<file path="src/rtl/seg_pkg.sv">
// Glyph constants, digit decoder and converter state type shared by the
// seven-segment scan driver and its sequential binary-to-BCD converter.
package seg_pkg;

  // Segment order {g,f,e,d,c,b,a}, active-high.
  localparam logic [6:0] SEG_0     = 7'h3F;
  localparam logic [6:0] SEG_1     = 7'h06;
  localparam logic [6:0] SEG_2     = 7'h5B;
  localparam logic [6:0] SEG_3     = 7'h4F;
  localparam logic [6:0] SEG_4     = 7'h66;
  localparam logic [6:0] SEG_5     = 7'h6D;
  localparam logic [6:0] SEG_6     = 7'h7D;
  localparam logic [6:0] SEG_7     = 7'h07;
  localparam logic [6:0] SEG_8     = 7'h7F;
  localparam logic [6:0] SEG_9     = 7'h6F;
  localparam logic [6:0] SEG_DASH  = 7'h40;
  localparam logic [6:0] SEG_BLANK = 7'h00;

  typedef enum logic [1:0] {IDLE, SHIFT, COMMIT} conv_state_e;

  function automatic logic [6:0] seg_decode(input logic [3:0] nib);
    case (nib)
      4'd0:    return SEG_0;
      4'd1:    return SEG_1;
      4'd2:    return SEG_2;
      4'd3:    return SEG_3;
      4'd4:    return SEG_4;
      4'd5:    return SEG_5;
      4'd6:    return SEG_6;
      4'd7:    return SEG_7;
      4'd8:    return SEG_8;
      4'd9:    return SEG_9;
      default: return SEG_BLANK;
    endcase
  endfunction

endpackage

</file>
<file path="src/rtl/bin2bcd_seq.sv">
// Sequential double-dabble converter: one bit per cycle, handshake on the
// input side, and a commit pulse that hands the result to the display.
module bin2bcd_seq
  import seg_pkg::*;
#(
  parameter int DIGITS = 4,
  parameter int BIN_W  = 16
) (
  input  logic                         clk,
  input  logic                         rst_n,
  input  logic                         num_valid,
  input  logic [BIN_W-1:0]             num,
  input  logic [DIGITS-1:0]            dot_mask,
  output logic                         num_ready,
  output logic                         commit,
  output logic [DIGITS-1:0][3:0]       bcd,
  output logic [DIGITS-1:0]            dots,
  output logic                         overflow
);

  localparam int BCD_W = 4 * DIGITS;
  localparam int CNT_W = $clog2(BIN_W + 1);

  conv_state_e        state_q, state_d;
  logic [CNT_W-1:0]   cnt_q, cnt_d;
  logic [BIN_W-1:0]   bin_q, bin_d;
  logic [BCD_W-1:0]   bcd_q, bcd_d, adj;
  logic               carry_q, carry_d;
  logic [DIGITS-1:0]  dots_q, dots_d;
  logic               ready_q, ready_d;
  logic               ovf_q, ovf_d;

  always_comb begin
    adj = bcd_q;
    for (int i = 0; i < DIGITS; i++)
      if (bcd_q[4*i +: 4] >= 4'd5) adj[4*i +: 4] = bcd_q[4*i +: 4] + 4'd3;
  end

  always_comb begin
    state_d = state_q;
    cnt_d   = cnt_q;
    bin_d   = bin_q;
    bcd_d   = bcd_q;
    carry_d = carry_q;
    dots_d  = dots_q;
    ready_d = ready_q;
    ovf_d   = ovf_q;
    case (state_q)
      IDLE: if (num_valid && ready_q) begin
        bin_d   = num;
        dots_d  = dot_mask;
        bcd_d   = '0;
        carry_d = 1'b0;
        cnt_d   = '0;
        ready_d = 1'b0;
        state_d = SHIFT;
      end
      SHIFT: begin
        // A bit leaving the top nibble means the value needs more than DIGITS digits.
        bcd_d   = {adj[BCD_W-2:0], bin_q[BIN_W-1]};
        carry_d = carry_q | adj[BCD_W-1];
        bin_d   = bin_q << 1;
        cnt_d   = cnt_q + CNT_W'(1);
        if (cnt_q == CNT_W'(BIN_W - 1)) state_d = COMMIT;
      end
      COMMIT: begin
        ovf_d   = carry_q;
        ready_d = 1'b1;
        state_d = IDLE;
      end
      default: state_d = IDLE;
    endcase
  end

  always_ff @(posedge clk or negedge rst_n) begin
    if (!rst_n) begin
      state_q <= IDLE;
      cnt_q   <= '0;
      bin_q   <= '0;
      bcd_q   <= '0;
      carry_q <= 1'b0;
      dots_q  <= '0;
      ready_q <= 1'b1;
      ovf_q   <= 1'b0;
    end else begin
      state_q <= state_d;
      cnt_q   <= cnt_d;
      bin_q   <= bin_d;
      bcd_q   <= bcd_d;
      carry_q <= carry_d;
      dots_q  <= dots_d;
      ready_q <= ready_d;
      ovf_q   <= ovf_d;
    end
  end

  assign num_ready = ready_q;
  assign commit    = (state_q == COMMIT);
  assign bcd       = bcd_q;
  assign dots      = dots_q;
  assign overflow  = ovf_q;

endmodule

</file>
<file path="src/rtl/seg_scan_driver.sv">
// Multiplexed seven-segment driver: holds the committed BCD value and scans
// it onto a shared segment bus with leading-zero blanking and overflow dashes.
module seg_scan_driver
  import seg_pkg::*;
#(
  parameter int DIGITS      = 4,
  parameter int BIN_W       = 16,
  parameter int REFRESH_DIV = 1000,
  parameter int ANODE_ACT   = 0
) (
  input  logic              clk,
  input  logic              rst_n,
  input  logic              num_valid,
  input  logic [BIN_W-1:0]  num,
  input  logic [DIGITS-1:0] dot_mask,
  input  logic              blank_lz,
  output logic              num_ready,
  output logic [7:0]        segments,
  output logic [DIGITS-1:0] anodes,
  output logic              overflow
);

  localparam int IDX_W = (DIGITS > 1) ? $clog2(DIGITS) : 1;
  localparam int PRE_W = $clog2(REFRESH_DIV);
  localparam logic [DIGITS-1:0] AN_OFF = (ANODE_ACT != 0) ? {DIGITS{1'b0}} : {DIGITS{1'b1}};

  logic                   conv_commit;
  logic [DIGITS-1:0][3:0] conv_bcd;
  logic [DIGITS-1:0]      conv_dots;

  bin2bcd_seq #(.DIGITS(DIGITS), .BIN_W(BIN_W)) u_conv (
    .clk       (clk),
    .rst_n     (rst_n),
    .num_valid (num_valid),
    .num       (num),
    .dot_mask  (dot_mask),
    .num_ready (num_ready),
    .commit    (conv_commit),
    .bcd       (conv_bcd),
    .dots      (conv_dots),
    .overflow  (overflow)
  );

  logic [DIGITS-1:0][3:0] disp_bcd_q, disp_bcd_d;
  logic [DIGITS-1:0]      disp_dots_q, disp_dots_d;
  logic [PRE_W-1:0]       presc_q, presc_d;
  logic [IDX_W-1:0]       idx_q, idx_d;
  logic [7:0]             seg_q, seg_d;
  logic [DIGITS-1:0]      an_q, an_d, onehot;
  logic [DIGITS-1:0]      lz_mask;
  logic                   zero_run, blank;
  logic [6:0]             glyph;

  always_comb begin
    disp_bcd_d  = conv_commit ? conv_bcd  : disp_bcd_q;
    disp_dots_d = conv_commit ? conv_dots : disp_dots_q;

    presc_d = presc_q + PRE_W'(1);
    idx_d   = idx_q;
    if (presc_q == PRE_W'(REFRESH_DIV - 1)) begin
      presc_d = '0;
      idx_d   = (idx_q == IDX_W'(DIGITS - 1)) ? '0 : idx_q + IDX_W'(1);
    end

    // lz_mask[i]: digit i and every digit above it are zero.
    zero_run = 1'b1;
    lz_mask  = '0;
    for (int i = DIGITS - 1; i >= 0; i--) begin
      zero_run   = zero_run & (disp_bcd_q[i] == 4'd0);
      lz_mask[i] = zero_run;
    end

    blank = blank_lz && !overflow && (idx_q != '0) && lz_mask[idx_q];
    if (overflow)   glyph = SEG_DASH;
    else if (blank) glyph = SEG_BLANK;
    else            glyph = seg_decode(disp_bcd_q[idx_q]);

    seg_d  = {disp_dots_q[idx_q], glyph};
    onehot = DIGITS'(1) << idx_q;
    an_d   = (ANODE_ACT != 0) ? onehot : ~onehot;
  end

  always_ff @(posedge clk or negedge rst_n) begin
    if (!rst_n) begin
      disp_bcd_q  <= '0;
      disp_dots_q <= '0;
      presc_q     <= '0;
      idx_q       <= '0;
      seg_q       <= '0;
      an_q        <= AN_OFF;
    end else begin
      disp_bcd_q  <= disp_bcd_d;
      disp_dots_q <= disp_dots_d;
      presc_q     <= presc_d;
      idx_q       <= idx_d;
      seg_q       <= seg_d;
      an_q        <= an_d;
    end
  end

  assign segments = seg_q;
  assign anodes   = an_q;

endmodule
</file>
<file path="config.mk">
export PLATFORM = sky130hd
export DESIGN_NAME = seg_scan_driver
export DESIGN_NICKNAME = d
export VERILOG_FILES = /design/src/rtl/seg_pkg.sv /design/src/rtl/bin2bcd_seq.sv /design/src/rtl/seg_scan_driver.sv
export SDC_FILE = /design/constraint.sdc
export NUM_CORES = 1
export LEC_CHECK = 0
export BUFFER_PORTS_ARGS = -buffer_cell sky130_fd_sc_hd__buf_2
export CAP_MARGIN = 20
export CORE_UTILIZATION = 50
export CTS_CLUSTER_SIZE = 10
export DETAILED_ROUTE_END_ITERATION = 8
export GPL_TIMING_DRIVEN = 0
export MAX_ROUTING_LAYER = met4
export PLACE_DENSITY = 0.69
export REMOVE_ABC_BUFFERS = 1
export SYNTH_ARGS = -nofsm -noshare
export SYNTH_HDL_FRONTEND = slang
export SYNTH_SLANG_ARGS = --single-unit
</file>
<file path="constraint.sdc">
create_clock -name clk -period 2.9 [get_ports clk]
set_input_delay 0.145 -clock clk [delete_from_list [all_inputs] [get_ports clk]]
set_output_delay 0.145 -clock clk [all_outputs]
set_load 0.02 [all_outputs]
</file>
==> key figures, run 1 <==
Status
  • Status: finished, final reports clean

Clock tree
  • Root buf cell: clkbuf_8
  • # clock sinks: 90
  • Worst skew pair latency: 360 ps
  • H-tree depth: 3
  • CTS resizes: 0
  • Hold buffers post-CTS: 6
  • CTS tree: built
  • Clock-pin slew on the worst setup and hold paths: 90 ps
  • TritonCTS buffer count: 9
  • Setup bufs post-CTS: 0
  • CTS Buffer Depth: 2

Synthesis
  • Post-synthesis simple-gate area fraction: 0.150
  • Most common cell in the netlist: dfrtp_1
  • Synth warn: 0
  • Post-synth top cells: dfrtp_1 (85), nand2_1 (58), nor2_1 (32)
  • Main combinational cell family by area after synthesis: simple AND/OR/NAND/NOR gates
  • Sequential share of the synthesized area: 0.524
  • Syn Inst Count: 413
  • Main synth FF type: dfrtp_1
  • Multiplexer area fraction after synthesis: 0.0833
  • Post-Syn Area: 4310 um2
  • Syn Area/Cell: 10.4 um2
  • Xor and xnor fraction of the mapped netlist area: 0.0305
  • Synth Register Bits: 90
  • Yosys top cell by area: dfrtp_1
  • Share of the synthesized area in the top cell type: 0.493
  • Post-synth EDFFs: 0
  • Synth unique cells: 45
  • Synth top area cells: dfrtp_1 (49%), ha_1 (5.8%), mux2_2 (5.2%)
  • Synth Area in Compound Gates: 0.109
  • Post-Synth Adder-Cell Area: 0.0580
  • Post-synthesis async set-or-reset flop share: 1.00

STA
  • Slew Limit Headroom: 0.382
  • Worst setup margin: 499 ps
  • Actual slew at the worst max-slew pin: 925 ps
  • Clock Skew: 10.1 ps
  • Hold Fails Final Rpt: 0
  • Final setup fails: 0
  • Setup repair after global routing missed its margin: no
  • Max-slew violations: 0
  • Maximum clock rate: 0.417 GHz
  • Min Tclk post-route: 2400 ps
  • Fin crit share: 0.828

GRT
  • Via count of the first global-routing pass: 2,995
  • Antenna violations before repair: 0
  • Total track usage: 0.206
  • Global route overflow: 0
  • First-pass GRT wire length: 13,800 um
  • Largest net degree at the start of global routing: 73

Floorplanning
  • Num rows: 33
  • Starting Density: 0.520
  • # IOs: 38
  • Total die area: 9000 um2
  • DIE WIDTH: 94.9 um
  • Core area: 8300 um2
  • DIE HEIGHT: 94.9 um

Power and ir drop
  • VDD IR max: 769 uV
  • Total Power: 4.13 mW
  • Pleak: 2.26 nW
  • Pwr/cell area: 838 nW/um2

Place
  • Final HPWL from detailed placement: 5260 um
  • Placement Setup Slack: 542 ps
  • GP Congestion: 0.805
  • PortBufs: 37
  • Cells after DPL: 535

Route
  • Final wirelength: 7770 um
  • Avg Vias per Cell: 5.42
  • Drt first pass iters: 4
  • Antenna Nets Post-Route: 0
  • Initial DRC count: 181
  • WL/cell: 13.9 um
  • DRC Markers: 0
  • Vias: 3,024

Critical path
  • Worst Path Required: 3170 ps
  • Critical Path Sink Type: flop
  • Cell mode on critical path: inv_1
  • Critical Path AT: 2680 ps
  • Critical path's slowest cell: mux4_1
  • Critical path origin: idx_q[0]
  • Crit path max fanout: 12
  • Critical path's largest stage delay: 690 ps
  • Worst R2R Setup Slack: 500 ps
  • Worst setup SP type: flop
  • WS Path Type: flop to flop
  • R2r startpoint: idx_q[0]
  • Cell Chain, Critical Path: mux4_1 -> inv_1 -> ha_1 -> inv_1 -> mux2_2 -> o22a_1 -> nor3_1

Cells and area
  • Fillers: 673
  • Fin nets: 492
  • Share of layout cells above drive strength 1: 0.201
  • Final cell count without fillers: 558
  • N_diodes: 0
  • Layout area overhead: 14.4%

Run
  • Max Cap Violations: 0

Min path
  • HP Start: num[8]
  • Hold WC Path Type: primary input to flop
==> metrics by stage <==
stage	TNS (ps)	util	hold slack, ps	area (um2)
after global routing	0	0.595	11.6	4930
after floorplan	0	-	-151	4200
final	0	0.595	19.4	4930
after detailed placement	0	0.556	44.8	4620
after global placement	-6930	0.544	337	4520
after CTS	0	0.593	7.94	4920
==> final timing paths <==
kind,endpoint,depth (start not counted)
max in group asynchronous,u_conv.num_ready,3
min in group asynchronous,presc_q[8],2
min,u_conv.bin_q[8],3
min reg2reg,presc_q[0],1
max,segments[4],7
max reg2reg,segments[4],7
==> power breakdown <==
group          switching, mW  internal (mW)  leakage [nW]
logic                  0.700          0.577          1.04
registers              0.255           1.59          1.10
clock network          0.444          0.572         0.123
total                   1.40           2.74          2.26
==> state kept, by name (all words and copies together) (netlist names) <==
signal and flops:
u_conv.overflow 1, idx_q 2, u_conv.cnt_q 5, u_conv.state_q 2, presc_q 10, u_conv.num_ready 1
segments 8, anodes 4, u_conv.bcd 16, u_conv.dots 4, disp_dots_q 4, disp_bcd_q 16
u_conv.carry_q 1, u_conv.bin_q 16
==> cell usage in the layout, fill, tap and decap left out, types with 2 or more instances in the layout <==
| master | instances |
|---|---|
| nand2b_1 | 6 |
| a211oi_1 | 2 |
| bufinv_16 | 3 |
| clkinv_4 | 2 |
| nand3_1 | 18 |
| dfrtp_1 | 85 |
| nand2_1 | 58 |
| o31ai_1 | 8 |
| xnor2_1 | 9 |
| mux4_2 | 2 |
| ha_1 | 20 |
| nor4_1 | 6 |
| nor3_1 | 6 |
| mux2_2 | 20 |
| buf_16 | 2 |
| dlygate4sd3_1 | 6 |
| and2_1 | 2 |
| a31oi_1 | 12 |
| inv_1 | 23 |
| mux4_1 | 3 |
| nand4_1 | 2 |
| dfstp_2 | 5 |
| clkbuf_8 | 9 |
| nor2b_1 | 3 |
| a21oi_1 | 7 |
| buf_2 | 36 |
| nor2_1 | 32 |
| o22ai_1 | 3 |
| clkinv_2 | 2 |
| a32o_1 | 4 |
| o21ai_0 | 31 |
| xor2_1 | 6 |
==> layer usage <==
layer	vias up	wire, um	GRT usage
met3	8	270	0.0636
met2	55	3810	0.335
met1	1464	3600	0.249
li1	1497	-	-
met4	0	91	0.0568
met5	-	0	-
==> worst max-delay path, delay by kind of cell (launching register included) <==
| kind | cells | cell delay (ps) |
|---|---|---|
| flip-flops | 1 | 670 |
| AND/OR/NAND/NOR | 1 | 130 |
| buffers and inverters | 2 | 200 |
| AO/OA/AOI/OAI | 1 | 170 |
| adder cells (fa/ha/maj) | 1 | 200 |
| multiplexers | 2 | 950 |
==> area by class of cell <==
| class | instances | area (um2) | share of cell area |
|---|---|---|---|
| tap | 105 | 131 | 0.0266 |
| multi-input combinational | 277 | 1880 | 0.381 |
| inverter | 23 | 86.3 | 0.0175 |
| clock buffer | 9 | 124 | 0.0251 |
| sequential | 90 | 2260 | 0.458 |
| timing repair buffer | 47 | 338 | 0.0685 |
| clock inverter | 7 | 118 | 0.0238 |
==> cell families (layout without fill, tap and decap cells) <==
group                    count (synthesis)  in the layout
multiplexers                            26             26
XOR/XNOR                                15             15
AO/OA/AOI/OAI                           75             75
AND/OR/NAND/NOR                        141            141
adder cells (fa/ha/maj)                 20             20
buffers and inverters                   46             86
flip-flops                              90             90
Power figures use the tool's default switching activity.
==> inputs of run 2 (changes only) <==
PLACE_DENSITY = 0.71   (was 0.69)
clock period = 2.06 ns   (was 2.9 ns; I/O delays follow)
==> run 2 against run 1 <==
Combinational power grew 45%. Clock-buffer cell count grew 4. Clock power grew 14%. Core utilization grew 1.9 points. Register-to-register slack lost 440 ps. Routed wire length grew 3.5%. Die area is the same. Worst setup slack lost 440 ps. Sequential power grew 41%. Global-route usage grew 0.10 points. Non-clock buffer count grew 24.
==> key figures, run 2 (synthesis gave the netlist of run 1 again) <==
Cells and area
  • N_diodes: 0 (unchanged)
  • Most frequent cells in the layout: dfrtp_1 (84), nand2_1 (58), buf_2 (36), nor2_1 (32), o21ai_0 (31) (was dfrtp_1 (85), nand2_1 (58), buf_2 (36), nor2_1 (32), o21ai_0 (31))
  • Most common cell after layout, fill and taps aside: dfrtp_1 (unchanged)
  • Layout area overhead: 18.0% (was 14.4%)
  • Share of layout cells above drive strength 1: 0.220 (was 0.201)
  • Fin nets: 516 (was 492)
  • Post-layout util: 0.613 (was 0.595)

GRT
  • Via count of the first global-routing pass: 3,119 (was 2,995)
  • First-pass GRT wire length: 14,000 um (was 13,800 um)
  • Total track usage: 0.207 (was 0.206)
  • Antenna violations before repair: 0 (unchanged)
  • Global route overflow: 0 (unchanged)
  • Largest net degree at the start of global routing: 74 (was 73)

Critical path
  • Cell Chain, Critical Path: mux4_2 -> inv_2 -> ha_1 -> inv_1 -> mux2_2 -> o22a_1 -> nor3_1 (was mux4_1 -> inv_1 -> ha_1 -> inv_1 -> mux2_2 -> o22a_1 -> nor3_1)
  • Crit path max fanout: 5 (was 12)
  • Critical path's slowest cell: mux4_2 (was mux4_1)
  • WS Path Type: flop to flop (unchanged)
  • Worst Path Required: 2340 ps (was 3170 ps)
  • Worst R2R Setup Slack: 60 ps (was 500 ps)
  • Worst setup SP type: flop (unchanged)
  • Critical Path Sink Type: flop (unchanged)
  • Critical Path AT: 2280 ps (was 2680 ps)
  • Critical path's largest stage delay: 590 ps (was 690 ps)

Floorplanning
  • Total die area: 9000 um2 (unchanged)
  • Core area: 8300 um2 (unchanged)
  • DIE HEIGHT: 94.9 um (unchanged)
  • Num rows: 33 (unchanged)
  • DIE WIDTH: 94.9 um (unchanged)
  • # IOs: 38 (unchanged)
  • Starting Density: 0.520 (unchanged)

STA
  • Slew Limit Headroom: 0.629 (was 0.382)
  • Worst setup margin: 55.9 ps (was 499 ps)
  • Min Tclk post-route: 2000 ps (was 2400 ps)
  • Actual slew at the worst max-slew pin: 553 ps (was 925 ps)
  • Fin crit share: 0.973 (was 0.828)
  • Hold Fails Final Rpt: 0 (unchanged)
  • Maximum clock rate: 0.499 GHz (was 0.417 GHz)
  • Final setup fails: 0 (unchanged)
  • Clock Skew: 12.8 ps (was 10.1 ps)
  • Max-slew violations: 0 (unchanged)

Clock tree
  • H-tree depth: 3 (unchanged)
  • CTS tree: built (unchanged)
  • # clock sinks: 90 (unchanged)
  • Root buf cell: clkbuf_8 (unchanged)
  • TritonCTS buffer count: 9 (unchanged)
  • CTS Buffer Depth: 2 (unchanged)
  • Worst skew pair latency: 370 ps (was 360 ps)
  • Clock-pin slew on the worst setup and hold paths: 90 ps (about the same)

Route
  • Drt first pass iters: 4 (unchanged)
  • Initial DRC count: 130 (was 181)
  • Final wirelength: 8040 um (was 7770 um)
  • DRC Markers: 0 (unchanged)
  • WL/cell: 13.8 um (was 13.9 um)
  • Antenna Nets Post-Route: 0 (unchanged)
  • Vias: 3,095 (was 3,024)
  • Avg Vias per Cell: 5.32 (was 5.42)

Place
  • Placement Setup Slack: -285 ps (was 542 ps)
  • PortBufs: 37 (unchanged)
  • Final HPWL from detailed placement: 5190 um (was 5260 um)
  • GP Congestion: 0.780 (was 0.805)

Power and ir drop
  • VDD IR max: 1080 uV (was 769 uV)
  • Pleak: 2.34 nW (was 2.26 nW)
  • Pwr/cell area: 1100 nW/um2 (was 838 nW/um2)

Run
  • Max Cap Violations: 0 (unchanged)

Status
  • Status: finished, final reports clean (unchanged)

Min path
  • Hold WC Path Type: primary input to flop (unchanged)
[run 2: cell types whose count changed in the layout (fill, tap and decap cells not counted), moves of 2 or more]
cell | previous run | this run
bufinv_16 | 3 | 1
dlygate4sd3_1 | 6 | 18
inv_1 | 23 | 21
clkbuf_1 | 0 | 4
clkinv_4 | 2 | 0
inv_2 | 0 | 2
buf_4 | 1 | 13
[run 2: metrics by stage]
stage / setup TNS (ps) / area, um2 / instances / power [mW] / hold slack [ps]
6_report: 0 / 5090 / 582 / 5.61 / 18.2
5_1_grt: -43.5 / 5090 / 582 / 6.07 / 35.6
4_1_cts: 0 / 4990 / 571 / 5.60 / 2.05
3_5_place_dp: -688 / 4620 / 535 / 4.40 / -3.16
3_3_place_gp: -37040 / 4520 / 532 / 4.24 / 296
2_1_floorplan: -8970 / 4200 / 390 / 3.87 / -193
[run 2: worst max-delay path: cells and delay by family (launching register included)]
family                     cells  cell delay (ps)
and+or+nand+nor                1              120
buffers and inverters          2              160
adders and majority gates      1              160
DFF                            1              430
AOI/OAI and AO/OA              1              190
muxes                          2              860
[run 2: repair_timing]
item,CTS,global route
setup endpoints to repair,6,11
setup buffers,2,10
hold endpoints to repair,105,0
pin swaps,0,1
gates cloned,0,0
gates resized for setup,2,4
hold buffers,18,0
[run 2: power by group]
group / internal (mW) / switching (mW)
clock: 0.561 / 0.597
sequential: 2.23 / 0.356
combinational: 0.855 / 1.00
total: 3.65 / 1.96
[run 2: per-layer routing]
layer	vias up	share of wire	global-route usage
met5	-	0	-
met4	0	0.013	0.0821
met3	14	0.029	0.0435
met2	40	0.49	0.344
met1	1493	0.47	0.246
li1	1548	-	-
[run 2: path summary, 6_finish.rpt]
check / start / to / cells after the start
min reg2reg: presc_q[0] / presc_q[0] / 1
min in group asynchronous: rst_n / presc_q[9] / 2
max reg2reg: idx_q[0] / segments[4] / 7
max: idx_q[0] / segments[4] / 7
max in group asynchronous: rst_n / u_conv.num_ready / 3
min: num[13] / u_conv.bin_q[13] / 3
[run 2: final cells by class]
| class | count | area, um2 |
|---|---|---|
| clock buffers | 13 | 139 |
| clock inverters | 3 | 42.5 |
| well taps | 105 | 131 |
| repair buffers | 71 | 548 |
| flip-flops and latches | 90 | 2260 |
| inverters | 23 | 86.3 |
| multi-input cells | 277 | 1880 |
| fillers | 710 | 3210 |
==> inputs of run 3 (changes only) <==
MAX_ROUTING_LAYER = unset   (was met4)
==> run 3 against run 2 <==
Sequential power about the same. Via count is essentially flat. Maximum frequency is essentially flat. Clock power is essentially flat. Final cell count unchanged. Critical path depth stayed put. Critical endpoint unchanged.
==> key figures, run 3 (synthesis gave the netlist of run 1 again) <==
Floorplanning
  • Core area: 8300 um2 (unchanged)
  • Total die area: 9000 um2 (unchanged)
  • Starting Density: 0.520 (unchanged)
  • Num rows: 33 (unchanged)
  • # IOs: 38 (unchanged)
  • DIE WIDTH: 94.9 um (unchanged)
  • DIE HEIGHT: 94.9 um (unchanged)

Min path
  • Hold WC Path Type: primary input to flop (unchanged)

STA
  • Hold Fails Final Rpt: 0 (unchanged)
  • Min Tclk post-route: 2010 ps (was 2000 ps)
  • Slew Limit Headroom: 0.625 (was 0.629)
  • Worst setup margin: 54.5 ps (was 55.9 ps)
  • Maximum clock rate: 0.499 GHz (about the same)
  • Max-slew violations: 0 (unchanged)
  • Clock Skew: 15.2 ps (was 12.8 ps)
  • Actual slew at the worst max-slew pin: 560 ps (was 553 ps)
  • Final setup fails: 0 (unchanged)
  • Fin crit share: 0.974 (was 0.973)

Cells and area
  • Layout area overhead: 18.0% (unchanged)
  • Share of layout cells above drive strength 1: 0.220 (unchanged)
  • Most frequent cells in the layout: dfrtp_1 (84), nand2_1 (58), buf_2 (36), nor2_1 (32), o21ai_0 (31) (unchanged)
  • N_diodes: 0 (unchanged)
  • Most common cell after layout, fill and taps aside: dfrtp_1 (unchanged)
  • Post-layout util: 0.613 (unchanged)
  • Fin nets: 516 (unchanged)
  • Final cell count without fillers: 582 (unchanged)
  • Fillers: 710 (unchanged)

Critical path
  • WS Path Type: flop to flop (unchanged)
  • Critical path's slowest cell: mux4_2 (unchanged)
  • Critical Path Sink Type: flop (unchanged)
  • Worst Path Required: 2330 ps (was 2340 ps)
  • Critical path's largest stage delay: 590 ps (about the same)
  • WP buf/inv: 2 (unchanged)
  • Worst R2R Setup Slack: 50 ps (was 60 ps)
  • Critical Path AT: 2280 ps (about the same)
  • Crit path max fanout: 5 (unchanged)
  • Crit-path leading delay family: multiplexers (unchanged)
  • Cell Chain, Critical Path: mux4_2 -> inv_2 -> ha_1 -> inv_1 -> mux2_2 -> o22a_1 -> nor3_1 (unchanged)
  • Worst setup SP type: flop (unchanged)

Power and ir drop
  • Seq pwr share: 0.462 (about the same)
  • Pwr/cell area: 1100 nW/um2 (about the same)
  • P_sw: 1.95 mW (was 1.96 mW)
  • P_int: 3.65 mW (about the same)
  • Pleak: 2.34 nW (unchanged)
  • Total Power: 5.60 mW (was 5.61 mW)
  • Clock power share: 0.206 (was 0.207)
  • Switching Share: 0.348 (was 0.349)
  • Logic gate share of total power: 0.332 (was 0.331)
  • VDD IR max: 1090 uV (was 1080 uV)

Place
  • Cells after DPL: 535 (unchanged)
  • Placement Setup Slack: -285 ps (unchanged)
  • GP Congestion: 0.770 (was 0.780)
  • Final HPWL from detailed placement: 5190 um (unchanged)
  • PortBufs: 37 (unchanged)

Clock tree
  • CTS tree: built (unchanged)
  • Worst skew pair latency: 360 ps (was 370 ps)
  • Clock-pin slew on the worst setup and hold paths: 90 ps (about the same)
  • CTS Buffer Depth: 2 (unchanged)
  • H-tree depth: 3 (unchanged)
  • TritonCTS buffer count: 9 (unchanged)
  • Root buf cell: clkbuf_8 (unchanged)
  • # clock sinks: 90 (unchanged)

GRT
  • Via count of the first global-routing pass: 3,115 (was 3,119)
  • Largest net degree at the start of global routing: 74 (unchanged)
  • First-pass GRT wire length: 14,000 um (about the same)
  • Antenna violations before repair: 0 (unchanged)
  • Total track usage: 0.201 (was 0.207)
  • Global route overflow: 0 (unchanged)

Route
  • Initial DRC count: 146 (was 130)
  • Avg Vias per Cell: 5.32 (about the same)
  • Final wirelength: 8000 um (was 8040 um)
  • Drt first pass iters: 4 (unchanged)
  • Vias: 3,098 (was 3,095)
  • Antenna Nets Post-Route: 0 (unchanged)
  • DRC Markers: 0 (unchanged)
  • WL/cell: 13.7 um (was 13.8 um)

Run
  • Max Cap Violations: 0 (unchanged)

Status
  • Status: finished, final reports clean (unchanged)
==> run 3: cell counts in the layout (fill, tap and decap cells not counted) <==
No cell type changed its count.
==> run 3: metrics by stage <==
| stage | instance area (um2) | hold WS [ps] | setup TNS [ps] |
|---|---|---|---|
| 6_report | 5090 | 22.2 | 0 |
| 5_1_grt | 5090 | 35.4 | -43.4 |
| 4_1_cts | 4990 | 2.05 | 0 |
| 3_5_place_dp | 4620 | -3.16 | -688 |
| 3_3_place_gp | 4520 | 296 | -37040 |
| 2_1_floorplan | 4200 | -193 | -8970 |
==> run 3: worst paths after layout <==
| check | from | end | depth (start not counted) |
|---|---|---|---|
| min in group asynchronous | rst_n | presc_q[9] | 2 |
| setup reg to reg | idx_q[0] | segments[4] | 7 |
| hold reg to reg | presc_q[0] | presc_q[0] | 1 |
| max in group asynchronous | rst_n | u_conv.num_ready | 3 |
| setup / recovery | idx_q[0] | segments[4] | 7 |
| hold / removal | num[13] | u_conv.bin_q[13] | 3 |
==> run 3: what timing repair did <==
action / 4_1_cts / 5_1_grt
setup buffers: 2 / 10
pin swaps: 0 / 1
setup endpoints to repair: 6 / 11
hold endpoints to repair: 105 / 0
hold buffers: 18 / 0
gates resized for setup: 2 / 4
==> run 3: metal layers <==
metal,GRT usage,share of wire,vias to the layer above
met5,0,0,-
met4,0.0821,0.016,0
met3,0.0443,0.031,11
met2,0.344,0.49,49
met1,0.246,0.46,1498
li1,-,-,1540
==> run 3: cell type report <==
cell class | instances | area, um2 | area share
multi-input cells | 277 | 1880 | 0.370
clock buffers | 13 | 139 | 0.0273
flip-flops and latches | 90 | 2260 | 0.444
inverters | 23 | 86.3 | 0.0170
repair buffers | 71 | 548 | 0.108
well taps | 105 | 131 | 0.0258
clock inverters | 3 | 42.5 | 0.00836
==> run 3: power groups by stage <==
stage                     Sequential (mW)  Combinational (mW)  Clock (mW)
final                                2.59                1.86        1.16
after detailed placement             2.62                1.78           0
after floorplan                      2.54                1.33           0
after CTS                            2.59                1.82        1.19
after global routing                 2.66                2.15        1.26
after global placement               2.59                1.65           0
==> run 3: worst reg2reg max path: stages (launching register included) <==
cell     delay, ps
dfrtp_2        430
mux4_2         590
inv_2          110
ha_1           160
inv_1           50
mux2_2         270
o22a_1         190
nor3_1         120
